$ cat src/rtl/menu_screen_fsm.sv
// menu_screen_fsm: game UI screen controller driven by hit-tested mouse clicks
// Owns the one-hot screen state, the latched level and the timed game-logic reset pulse.
module menu_screen_fsm #(
  parameter int NUM_BUTTONS    = 3,
  parameter int BTN_X          = 412,
  parameter int BTN_W          = 200,
  parameter int BTN_H          = 60,
  parameter int BTN_Y0         = 300,
  parameter int BTN_PITCH      = 100,
  parameter int RST_PULSE      = 4,
  parameter int TIMEOUT_CYCLES = 65000000
) (
  input  logic                           clk,
  input  logic                           rst,
  input  logic                           mouse_left,
  input  logic                           mouse_right,
  input  logic [11:0]                    xpos,
  input  logic [11:0]                    ypos,
  input  logic                           game_over,
  output logic [3:0]                     screen,
  output logic [$clog2(NUM_BUTTONS)-1:0] level,
  output logic                           rst_sys
);
  localparam int LW = $clog2(NUM_BUTTONS);
  localparam int PW = $clog2(RST_PULSE + 1);
  localparam int CW = TIMEOUT_CYCLES > 1 ? $clog2(TIMEOUT_CYCLES) : 1;
  localparam logic [3:0] S_START  = 4'b0001;
  localparam logic [3:0] S_SELECT = 4'b0010;
  localparam logic [3:0] S_GAME   = 4'b0100;
  localparam logic [3:0] S_END    = 4'b1000;
  localparam logic [CW-1:0] T_LAST = CW'(TIMEOUT_CYCLES > 0 ? TIMEOUT_CYCLES - 1 : 0);
  localparam logic [PW-1:0] P_LEN  = PW'(RST_PULSE);
  logic [3:0]             r_state;
  logic [LW-1:0]          r_level;
  logic [PW-1:0]          r_pcnt;
  logic [CW-1:0]          r_cnt;
  logic                   r_left_q;
  logic                   r_right_q;
  logic                   w_lclick;
  logic                   w_rclick;
  logic [12:0]            w_x;
  logic [12:0]            w_y;
  logic [NUM_BUTTONS-1:0] w_hit;
  logic [LW-1:0]          w_hit_idx;
  logic                   w_timeout;
  logic                   w_req;
  logic [3:0]             w_next;
  assign w_lclick = mouse_left & ~r_left_q;
  assign w_rclick = mouse_right & ~r_right_q;
  assign w_x      = {1'b0, xpos};
  assign w_y      = {1'b0, ypos};
  for (genvar k = 0; k < NUM_BUTTONS; k++) begin : g_hit
    localparam logic [12:0] Y_TOP = 13'(BTN_Y0 + k * BTN_PITCH);
    localparam logic [12:0] Y_BOT = 13'(BTN_Y0 + k * BTN_PITCH + BTN_H);
    assign w_hit[k] = w_x >= 13'(BTN_X) && w_x <= 13'(BTN_X + BTN_W) && w_y >= Y_TOP && w_y <= Y_BOT;
  end
  // Scan downwards so the lowest-index hit is the one that survives
  always_comb begin
    w_hit_idx = '0;
    for (int i = NUM_BUTTONS - 1; i >= 0; i--)
      if (w_hit[i]) w_hit_idx = LW'(i);
  end
  assign w_timeout = (TIMEOUT_CYCLES > 0) && r_cnt == T_LAST && !w_lclick;
  always_comb begin
    w_next = r_state;
    w_req  = 1'b0;
    case (r_state)
      S_START:  w_next = w_lclick && w_hit[0] ? S_SELECT : S_START;
      S_SELECT: begin
        w_next = w_rclick ? S_START : w_lclick && |w_hit ? S_GAME : S_SELECT;
        w_req  = !w_rclick && w_lclick && |w_hit;
      end
      S_GAME:   w_next = w_rclick || game_over ? S_END : S_GAME;
      S_END: begin
        w_next = w_lclick && w_hit[0] ? S_SELECT :
                 w_lclick && w_hit[1] ? S_START :
                 w_timeout            ? S_START : S_END;
        w_req  = w_lclick && w_hit[0];
      end
      default:  w_next = S_START;
    endcase
  end
  always_ff @(posedge clk) begin
    if (rst) begin
      r_state   <= S_START;
      r_level   <= '0;
      r_pcnt    <= '0;
      r_cnt     <= '0;
      r_left_q  <= 1'b1;
      r_right_q <= 1'b1;
    end else begin
      r_state   <= w_next;
      r_level   <= w_req && r_state == S_SELECT ? w_hit_idx : r_level;
      r_pcnt    <= w_req ? P_LEN : r_pcnt != '0 ? r_pcnt - 1'b1 : '0;
      r_cnt     <= r_state == S_END && w_next == S_END && !w_lclick && !w_rclick ? r_cnt + 1'b1 : '0;
      r_left_q  <= mouse_left;
      r_right_q <= mouse_right;
    end
  end
  assign screen  = r_state;
  assign level   = r_level;
  assign rst_sys = r_pcnt != '0;
endmodule

$ cat config.mk
export PLATFORM = sky130hd
export DESIGN_NAME = menu_screen_fsm
export DESIGN_NICKNAME = d
export VERILOG_FILES = /design/src/rtl/menu_screen_fsm.sv
export SDC_FILE = /design/constraint.sdc
export NUM_CORES = 1
export LEC_CHECK = 0
export BUFFER_PORTS_ARGS = -buffer_cell sky130_fd_sc_hd__buf_2
export CAP_MARGIN = 30
export CORE_MARGIN = 3
export CORE_UTILIZATION = 54
export CTS_CLUSTER_DIAMETER = 40
export DETAILED_ROUTE_END_ITERATION = 7
export HOLD_SLACK_MARGIN = 0.12
export PLACE_DENSITY = 0.73
export SETUP_SLACK_MARGIN = 0.1
export SLEW_MARGIN = 20
export SYNTH_ARGS = -nofsm -noshare
export SYNTH_HDL_FRONTEND = slang
export SYNTH_SLANG_ARGS = --single-unit
$ cat constraint.sdc
create_clock -name clk -period 3.23 [get_ports clk]
set_input_delay 0.8075 -clock clk [delete_from_list [all_inputs] [get_ports clk]]
set_output_delay 0.8075 -clock clk [all_outputs]
set_load 0.02 [all_outputs]
==> metrics.csv <==
metric;value;unit
crit path to;r_pcnt[1];
post-synthesis register bit count;37;
hold crit path type;register to register;
Synth Cell Area;2050;um^2
Achievable Freq;0.411;GHz
Max Slew Vio Count;0;
Routed WL;3.93;mm
Worst Path Max Fanout;6;
Cells after Synth;239;
power per cell area;426;nW/um^2
post-CTS setup buffers;0;
initial antenna violation count;0;
hold slack final;0.426;ns
first-pass GRT wire length;6.40;mm
P&R area growth vs syn;13.2;%
Crit. End Element;register;
crit path launch;ypos[2];
routed via count;1754;
DRT antenna net count;0;
total track usage;0.183;
clk slew on worst S/H paths;0.07;ns
status;finished, final reports clean;
DIE AREA;4570;um^2
part of the Yosys area used for sequential elements;0.361;
Syn Area/Cell;8.58;um^2
Clk Tree Root Cell;clkbuf_8;
worst slew pin tran;0.900;ns
IO buf count;35;
Final Instance Area;2320;um^2
static leakage;0.000775;uW
Placed Area;2230;um^2
final count of hold timing violations;0;
HPWL after DPL;2.91;mm
Die H;67.6;um
met2 Use GR;0.295;
Final Wtd Congestion;0.808;
Synth Net Count;271;
final setup TNS;0;ns
ys async rst share;0;
Resized Gates After CTS;0;
clk_skew;0.00862;ns
crit path kind;input pin to register;
layout cells sized above 1;0.227;
Worst slew margin;0.391;
H-tree depth;2;
worst skew pair latency;0.29;ns
Inserted Diodes;0;
unrepaired setup endpoints after global routing;no;
sequential power share;0.492;
core footprint;3490;um^2
TritonCTS Buffers;5;
clock network power share;0.330;
site row count;21;
GR Overflow Total;0;
met1 usage;0.227;
largest net degree at the start of global routing;27;
nets;305;
Post-synth EDFFs;0;
worst r2r dst;r_cnt[19];
CTS Buffer Depth;2;
Max-Cap Viols;0;
Post-CTS Hold Fix Bufs;0;
CP Data Required Time;3.40;ns
clock sink count;37;
flop2flop setup slack;0.86;ns
# DRC;0;
Final period util;0.754;
Period minus WS final;2.44;ns
I/O Pins;36;
combinational group share of total power;0.178;
1st-iter DRT viols;89;
Sw Pwr;264;uW
DIE WIDTH;67.6;um
VDD IR max;0.283;mV
YS warnings;0;
final setup vio count;0;
worst reg2reg path depth;5;
M3 GR Usage;0.0582;
Synth cell types;51;
worst reg2reg path startpoint;screen[0];
Worst EP arrival;2.61;ns
crit start category;input pin;
Worst Slack Setup Final;0.795;ns
Int Pwr;723;uW
vias in the first global route;1519;
switching share of power;0.268;
Filler cells;296;
grt peak-use layer;met2;
WL/cell;12.3;um
initial core utilization;0.586;
Vias/cell;5.50;
setup slack at placement;0.463;ns
TritonRoute pass-1 iters;4;
CTS tree;yes;
Synth Flop Type;dfxtp_1;
-- metrics by stage --
step                      cells  total power [uW]   util
after floorplan             239               614      -
after global placement      312               670  0.638
after detailed placement    312               673  0.638
after CTS                   319              1000  0.664
after global routing        319              1050  0.664
final                       319               987  0.664
-- Yosys cell counts (2+ instances only) --
library cell / number / area (um^2)
a211oi_1: 3 / 22.5
a21oi_1: 7 / 35.0
a2bb2oi_1: 2 / 17.5
a31oi_1: 2 / 12.5
and3_1: 5 / 31.3
and4_1: 2 / 17.5
buf_6: 3 / 33.8
clkbuf_1: 5 / 18.8
dfxtp_1: 37 / 741
ha_1: 3 / 37.5
inv_1: 10 / 37.5
mux2i_1: 2 / 20.0
nand2_1: 11 / 41.3
nand2b_1: 3 / 18.8
nand3_1: 15 / 75.1
nand4_1: 4 / 25.0
nor2_1: 27 / 101
nor2_2: 11 / 68.8
nor2b_1: 4 / 25.0
nor3_1: 9 / 45.0
nor4_1: 7 / 43.8
nor4b_1: 4 / 35.0
o211ai_1: 2 / 15.0
o21ai_0: 3 / 15.0
o21ba_2: 2 / 20.0
o31ai_1: 3 / 22.5
or2_2: 3 / 18.8
or3_1: 4 / 25.0
or4b_1: 2 / 20.0
xnor2_1: 14 / 123
xor2_1: 10 / 87.6
-- worst min path at each step --
stage	startpoint	cells after the start	to
global route	r_pcnt[0]	1	r_pcnt[0]
global placement	r_pcnt[0]	1	r_pcnt[0]
floorplan	r_pcnt[0]	1	r_pcnt[0]
CTS	r_pcnt[0]	1	r_pcnt[0]
detailed placement	r_pcnt[0]	1	r_pcnt[0]
finish	r_pcnt[0]	1	r_pcnt[0]
-- flip-flops by register name, summed over array words and instances, names as in the netlist --
name,flops
r_cnt,26
level,2
screen,4
r_pcnt,3
r_left_q,1
r_right_q,1
-- power groups by stage --
| stage | Sequential [uW] | Clock (uW) | Combinational (uW) |
|---|---|---|---|
| global placement | 497 | 0 | 173 |
| detailed placement | 497 | 0 | 176 |
| floorplan | 496 | 0 | 118 |
| CTS | 486 | 341 | 177 |
| finish | 486 | 326 | 176 |
| global route | 488 | 360 | 197 |
-- layout make-up --
type | instances | area [um^2] | area share
Inverter | 10 | 37.5 | 0.0162
Multi-Input combinational cell | 184 | 1220 | 0.525
Clock buffer | 6 | 82.6 | 0.0356
Clock inverter | 1 | 7.51 | 0.00324
Timing Repair Buffer | 35 | 175 | 0.0755
Sequential cell | 37 | 741 | 0.319
Tap cell | 46 | 57.6 | 0.0248
-- cell usage in the layout (no fill, tap or decap), types with 2 or more instances in the layout --
| master | count |
|---|---|
| nand4_1 | 4 |
| nand2b_1 | 3 |
| dfxtp_1 | 37 |
| and3_1 | 5 |
| nor4_1 | 7 |
| xnor2_1 | 14 |
| nor3_1 | 9 |
| nand3_1 | 15 |
| a2bb2oi_1 | 2 |
| a21oi_1 | 7 |
| or4b_1 | 2 |
| buf_2 | 35 |
| o21ba_2 | 2 |
| xor2_1 | 10 |
| o211ai_1 | 2 |
| nand2_1 | 11 |
| ha_1 | 3 |
| nor4b_1 | 4 |
| nor2b_1 | 4 |
| nor2_1 | 27 |
| or2_2 | 3 |
| mux2i_1 | 2 |
| or3_1 | 4 |
| and4_1 | 2 |
| o31ai_1 | 3 |
| inv_1 | 10 |
| o21ai_0 | 3 |
| a31oi_1 | 2 |
| nor2_2 | 11 |
| clkbuf_8 | 6 |
| a211oi_1 | 3 |
-- per-layer routing --
metal,part of all wire,vias up,wire (um)
li1,-,928,-
met3,0.054,2,211
met2,0.47,33,1840
met1,0.47,791,1860
met5,0,-,0
met4,0.0048,0,19
-- critical path, stage by stage --
cell and delay [ns]:
buf_2 0.12, or3_1 0.38, a2111oi_1 0.53, a2bb2oi_1 0.27, a221oi_1 0.42, nor4_1 0.08
-- kinds of logic after synthesis --
logic type,synth area share
xor gates and xnor gates,0.103
adders and majority gates,0.0183
muxes,0.00977
and+or+nand+nor,0.331
DFF,0.361
AOI/OAI and AO/OA,0.133
buffers and inverters,0.0440
Power figures use the tool's default switching activity.
